--- config.mk ---
export PLATFORM = sky130hd
export DESIGN_NAME = pipe_stage_reg
export DESIGN_NICKNAME = d
export VERILOG_FILES = /design/src/rtl/cpu_pipe_pkg.sv /design/src/rtl/pipe_stall_counter.sv /design/src/rtl/pipe_stage_reg.sv
export SDC_FILE = /design/constraint.sdc
export NUM_CORES = 1
export LEC_CHECK = 0
export ABC_CLOCK_PERIOD_IN_PS = 2700
export CORE_ASPECT_RATIO = 1.25
export CORE_UTILIZATION = 55
export CTS_BUF_LIST = sky130_fd_sc_hd__clkbuf_4
export CTS_CLUSTER_SIZE = 25
export DETAILED_ROUTE_END_ITERATION = 10
export PLACE_DENSITY = 0.91
export SYNTH_ARGS = -nofsm -noshare
export SYNTH_HDL_FRONTEND = slang
export SYNTH_SLANG_ARGS = --single-unit
--- constraint.sdc ---
create_clock -name clk -period 2.7 [get_ports clk]
set_input_delay 0.81 -clock clk [delete_from_list [all_inputs] [get_ports clk]]
set_output_delay 0.81 -clock clk [all_outputs]
set_load 0.05 [all_outputs]
--- src/rtl/cpu_pipe_pkg.sv ---
// rtl/cpu_pipe_pkg.sv - shared stage payload layouts, widths and control-bit indices
package cpu_pipe_pkg;

    localparam int XLEN       = 64;
    localparam int INSTR_W    = 32;
    localparam int REG_ADDR_W = 5;

    // Control-bus bit positions; an all-zero control word is a NOP
    localparam int CTRL_REGWRITE = 0;
    localparam int CTRL_MEMREAD  = 1;
    localparam int CTRL_MEMWRITE = 2;
    localparam int CTRL_MEMREG   = 3;
    localparam int CTRL_BRANCH   = 4;
    localparam int CTRL_JUMP     = 5;

    // Payload layouts as concatenated by each producing stage
    typedef struct packed {
        logic [XLEN-1:0]    pc;
        logic [INSTR_W-1:0] instr;
    } if_id_t;

    typedef struct packed {
        logic [XLEN-1:0]       pc;
        logic [XLEN-1:0]       rs1_val;
        logic [XLEN-1:0]       rs2_val;
        logic [XLEN-1:0]       imm;
        logic [REG_ADDR_W-1:0] rd;
    } id_ex_t;

    typedef struct packed {
        logic [XLEN-1:0]       alu_result;
        logic [XLEN-1:0]       store_data;
        logic [XLEN-1:0]       branch_target;
        logic [REG_ADDR_W-1:0] rd;
    } ex_mem_t;

    typedef struct packed {
        logic [XLEN-1:0]       alu_result;
        logic [XLEN-1:0]       load_data;
        logic [REG_ADDR_W-1:0] rd;
    } mem_wb_t;

    localparam int IF_ID_W  = $bits(if_id_t);
    localparam int ID_EX_W  = $bits(id_ex_t);
    localparam int EX_MEM_W = $bits(ex_mem_t);
    localparam int MEM_WB_W = $bits(mem_wb_t);

    // Later stages only carry the control bits they still need to act on
    localparam int IF_ID_CTRL_W  = 1;
    localparam int ID_EX_CTRL_W  = 8;
    localparam int EX_MEM_CTRL_W = CTRL_JUMP + 1;
    localparam int MEM_WB_CTRL_W = CTRL_MEMREG + 1;

endpackage

--- src/rtl/pipe_stall_counter.sv ---
// rtl/pipe_stall_counter.sv - saturating stall-cycle counter with enable
module pipe_stall_counter #(
    parameter int CNT_W = 32
) (
    input  logic             clk,
    input  logic             reset_n,
    input  logic             en,
    output logic [CNT_W-1:0] count
);

    localparam logic [CNT_W-1:0] CNT_MAX = '1;
    localparam logic [CNT_W-1:0] CNT_ONE = CNT_W'(1);

    // Count enabled cycles, holding at all-ones instead of wrapping
    always_ff @(posedge clk or negedge reset_n) begin
        if (!reset_n) begin
            count <= '0;
        end else if (en && (count != CNT_MAX)) begin
            count <= count + CNT_ONE;
        end
    end

endmodule

--- src/rtl/pipe_stage_reg.sv ---
// rtl/pipe_stage_reg.sv - valid/ready pipeline-stage register with flush, skid buffer and stall counter
module pipe_stage_reg #(
    parameter int DATA_W = 64,
    parameter int CTRL_W = 8,
    parameter int SKID   = 1,
    parameter int CNT_W  = 32
) (
    input  logic              clk,
    input  logic              reset_n,
    input  logic              in_valid,
    output logic              in_ready,
    input  logic [DATA_W-1:0] in_data,
    input  logic [CTRL_W-1:0] in_ctrl,
    output logic              out_valid,
    input  logic              out_ready,
    output logic [DATA_W-1:0] out_data,
    output logic [CTRL_W-1:0] out_ctrl,
    input  logic              flush,
    output logic [CNT_W-1:0]  stall_cnt
);

    import cpu_pipe_pkg::*;

    // Main entry always drives the outputs
    logic              main_valid;
    logic [DATA_W-1:0] main_data;
    logic [CTRL_W-1:0] main_ctrl;

    logic accept;
    logic emit;

    assign accept = in_valid && in_ready;
    assign emit   = main_valid && out_ready;

    generate
        if (SKID != 0) begin : g_skid
            logic              skid_valid;
            logic [DATA_W-1:0] skid_data;
            logic [CTRL_W-1:0] skid_ctrl;

            // Ready depends only on registered state, breaking the out_ready -> in_ready path
            assign in_ready = !skid_valid;

            // Two-entry occupancy: skid refills main on emit, otherwise new data lands in main or skid
            always_ff @(posedge clk or negedge reset_n) begin
                if (!reset_n) begin
                    main_valid <= 1'b0;
                    main_data  <= '0;
                    main_ctrl  <= '0;
                    skid_valid <= 1'b0;
                    skid_data  <= '0;
                    skid_ctrl  <= '0;
                end else if (flush) begin
                    main_valid <= 1'b0;
                    main_ctrl  <= '0;
                    skid_valid <= 1'b0;
                    skid_ctrl  <= '0;
                end else if (emit && skid_valid) begin
                    main_valid <= 1'b1;
                    main_data  <= skid_data;
                    main_ctrl  <= skid_ctrl;
                    skid_valid <= 1'b0;
                end else if (accept && (!main_valid || emit)) begin
                    main_valid <= 1'b1;
                    main_data  <= in_data;
                    main_ctrl  <= in_ctrl;
                end else if (accept) begin
                    skid_valid <= 1'b1;
                    skid_data  <= in_data;
                    skid_ctrl  <= in_ctrl;
                end else if (emit) begin
                    main_valid <= 1'b0;
                end
            end
        end else begin : g_single
            // Single register can refill in the same cycle it drains
            assign in_ready = !main_valid || out_ready;

            // One-entry occupancy: accept overwrites main, emit alone empties it
            always_ff @(posedge clk or negedge reset_n) begin
                if (!reset_n) begin
                    main_valid <= 1'b0;
                    main_data  <= '0;
                    main_ctrl  <= '0;
                end else if (flush) begin
                    main_valid <= 1'b0;
                    main_ctrl  <= '0;
                end else if (accept) begin
                    main_valid <= 1'b1;
                    main_data  <= in_data;
                    main_ctrl  <= in_ctrl;
                end else if (emit) begin
                    main_valid <= 1'b0;
                end
            end
        end
    endgenerate

    // A bubble must never present write/branch controls downstream
    assign out_valid = main_valid;
    assign out_data  = main_data;
    assign out_ctrl  = main_valid ? main_ctrl : '0;

    pipe_stall_counter #(
        .CNT_W (CNT_W)
    ) u_stall_counter (
        .clk     (clk),
        .reset_n (reset_n),
        .en      (main_valid && !out_ready),
        .count   (stall_cnt)
    );

endmodule

==> out/results.txt <==
Headroom to the max-slew limit = 61.22%
# Post-CTS Setup Buffers = 0
Syn Nets = 793
Slowest stage delay, CP = 0.82 ns
Clock-pin slew on the worst setup and hold paths = 0.15 ns
Fmax = 383.7 MHz
Final Max Slew Viols = 0
Port bufs = 182
CP max-delay cell = clkdlybuf4s50_1
Vias in the first global route = 5962
Antenna Nets Post-Route = 0
Filler cell count = 884
Row cnt = 47
Residual DRC = 0
CTS Sinks = 178
DR pass1 iterations = 6
Worst Path Buf+Inv = 1
Status = completed
Placement-stage cell area = 9697 um^2
CTS max path bufs = 2
GRT Total Usage = 26.40%
Top_reg_cell synth = dfrtp_1
Max VDD drop = 0.5111 mV
Setup-failing EPs final = 0
Layout Utilization = 74.68%
Most common cell in the synthesized netlist = dfrtp_1
Vias = 6040
Tightest Hold Check Type = input pin to asynchronous set/reset pin
CTS tree = built
Inst Count DP = 1042
Cts hold-fix bufs = 0
Detailed Route WL = 18.38 mm
Largest net degree at the start of global routing = 75
I/O pin cnt = 183
Final hold violation count = 0
GP Congestion = 0.8649
Critical path data required time = 1.89 ns
Worst slew pin tran = 0.5798 ns
Crit path DAT = 1.80 ns
RSZ-0062 raised after global routing = false
Routed wire per std cell = 17.12 um
Initial DRC count = 325
Startpoint Class = flop
Avg Inst Size Synth = 10.67 um^2
Tcrit/Tclk final = 96.52%
DP HPWL = 12.56 mm
Total grt overflow = 0
Register area share after synthesis = 58.39%
Num CTS Buffers = 17
Initial antenna violation count = 3
Post-DR vias/cell = 5.624
R2r startpoint = u_stall_counter.count[0]$_DFFE_PN0P_
Nature of the critical path endpoint = output pin
Die Width = 107.3 um
Origin of the worst setup path = u_stall_counter.count[29]$_DFFE_PN0P_
Leakage power = 0.004577 uW
Layout cells sized above 1 = 15.08%
Yosys top cell area share = 58.39%
Min Tclk post-route = 2.606 ns
Yosys warns = 0
Die Area = 14350 um^2
Nets = 968
Max-cap check violation count = 0
First-pass GRT wire length = 29.21 mm
Asr flop ratio synth = 100.0%
Post-Synthesis Cell Area = 7629 um^2
Synth unique cells = 39
Root buffer cell = clkbuf_4
Synth-to-Final Area Change = 31.26%
Most frequent cells after synthesis = 178 x dfrtp_1, 156 x nand2_1, 78 x nor2_1
Top delay family on crit path = buffers and inverters
Core Area = 13410 um^2
Total negative slack = 0 ns
Flop and latch count out of synthesis = 178
Final hold slack = 0.09385 ns
Final instance area = 10010 um^2
Yosys top cell by area = dfrtp_1
Largest fanout on the critical path = 4
Worst Path Class, Setup = flop to output pin
Clock Skew = 0.02468 ns
Die Y = 133.7 um
Cells after Synth = 715
H-Tree Depth = 4
Leading post-synthesis cells by cell area = dfrtp_1 58%, mux2_2 9.6%, nand2_1 7.7%
Post-synth EDFFs = 0
Initial core utilization = 56.90%
Layout Cells excl Fill = 1074
Crit-path cells = clkdlybuf4s50_1
Clock Latency Late Sink = 0.55 ns
P per Cell Area = 709.2 nW/um^2
[cell usage in the layout (no fill, tap or decap), types with 3 or more instances in the layout]
cell type and count:
buf_12 7, nand3_1 18, nor4_1 3, clkdlybuf4s50_1 148
dfrtp_1 178, and3_1 10, a31oi_1 66, dlymetal6s2s_1 15
a21oi_1 4, clkinv_4 3, clkbuf_4 19, a22o_1 5
nand4_1 12, inv_1 3, dlygate4sd2_1 10, mux2_2 65
a311oi_1 8, buf_4 19, xnor2_1 25, and2_1 10
xor2_1 5, inv_6 5, nand2_1 156, nor2_1 78
[cell type report]
type	instances	area, um^2	area share [%]
diodes	1	2.502	0.02499
multi-input cells	488	2972	29.68
well taps	171	214.0	2.137
clock buffers	19	142.6	1.424
flip-flops and latches	178	4454	44.48
inverters	3	11.26	0.1125
repair buffers	202	2071	20.68
clock inverters	12	146.4	1.462
[metrics by stage]
| stage | power, uW | setup slack, ns |
|---|---|---|
| floorplan | 4792 | 0.4158 |
| global placement | 5550 | 0.08668 |
| detailed placement | 5636 | 0.03099 |
| CTS | 7161 | 0.01403 |
| global route | 7425 | 0.0003821 |
| finish | 7102 | 0.09409 |
[final timing paths]
kind / endpoint / slack (ns) / cells past startpoint
setup reg to reg: u_stall_counter.count[31]$_DFFE_PN0P_ / 0.57 / 6
setup / recovery: stall_cnt[29] / 0.09 / 1
max in group asynchronous: out_data[5]$_DFFE_PN0P_ / 1.87 / 2
hold reg to reg: u_stall_counter.count[27]$_DFFE_PN0P_ / 0.51 / 1
hold / removal: u_stall_counter.count[2]$_DFFE_PN0P_ / 0.09 / 1
min in group clk: u_stall_counter.count[27]$_DFFE_PN0P_ / 0.51 / 1
[where the power goes]
group          internal [uW]  switching (uW)
clock network            591             948
logic                    834            1260
registers               3160             309
[timing repair]
| item | 4_1_cts | 5_1_grt |
|---|---|---|
| setup endpoints to repair | 12 | 17 |
| cloned | 0 | 0 |
| gates resized for setup | 12 | 17 |
[registers in the layout (all words and copies together) (netlist names)]
register               count
g_skid.skid_data          64
g_skid.skid_valid          1
out_valid                  1
g_skid.skid_ctrl           8
out_data                  64
u_stall_counter.count     32
main_ctrl                  8
[logic make-up after synthesis]
kind of cell	count (synthesis)	synth area share, %
AOI/OAI and AO/OA	88	8.037
DFF	178	58.39
buffers and inverters	49	2.920
adders and majority gates	1	0.1640
and+or+nand+nor	304	17.45
xor gates and xnor gates	30	3.444
muxes	65	9.595
[metal layers]
layer	track usage [%]	part of all wire, %
met3	7.926	6.8
met1	31.25	39
met2	44.09	51
met5	0	0
met4	12.10	4.0
(Power assumes the default switching activity.)
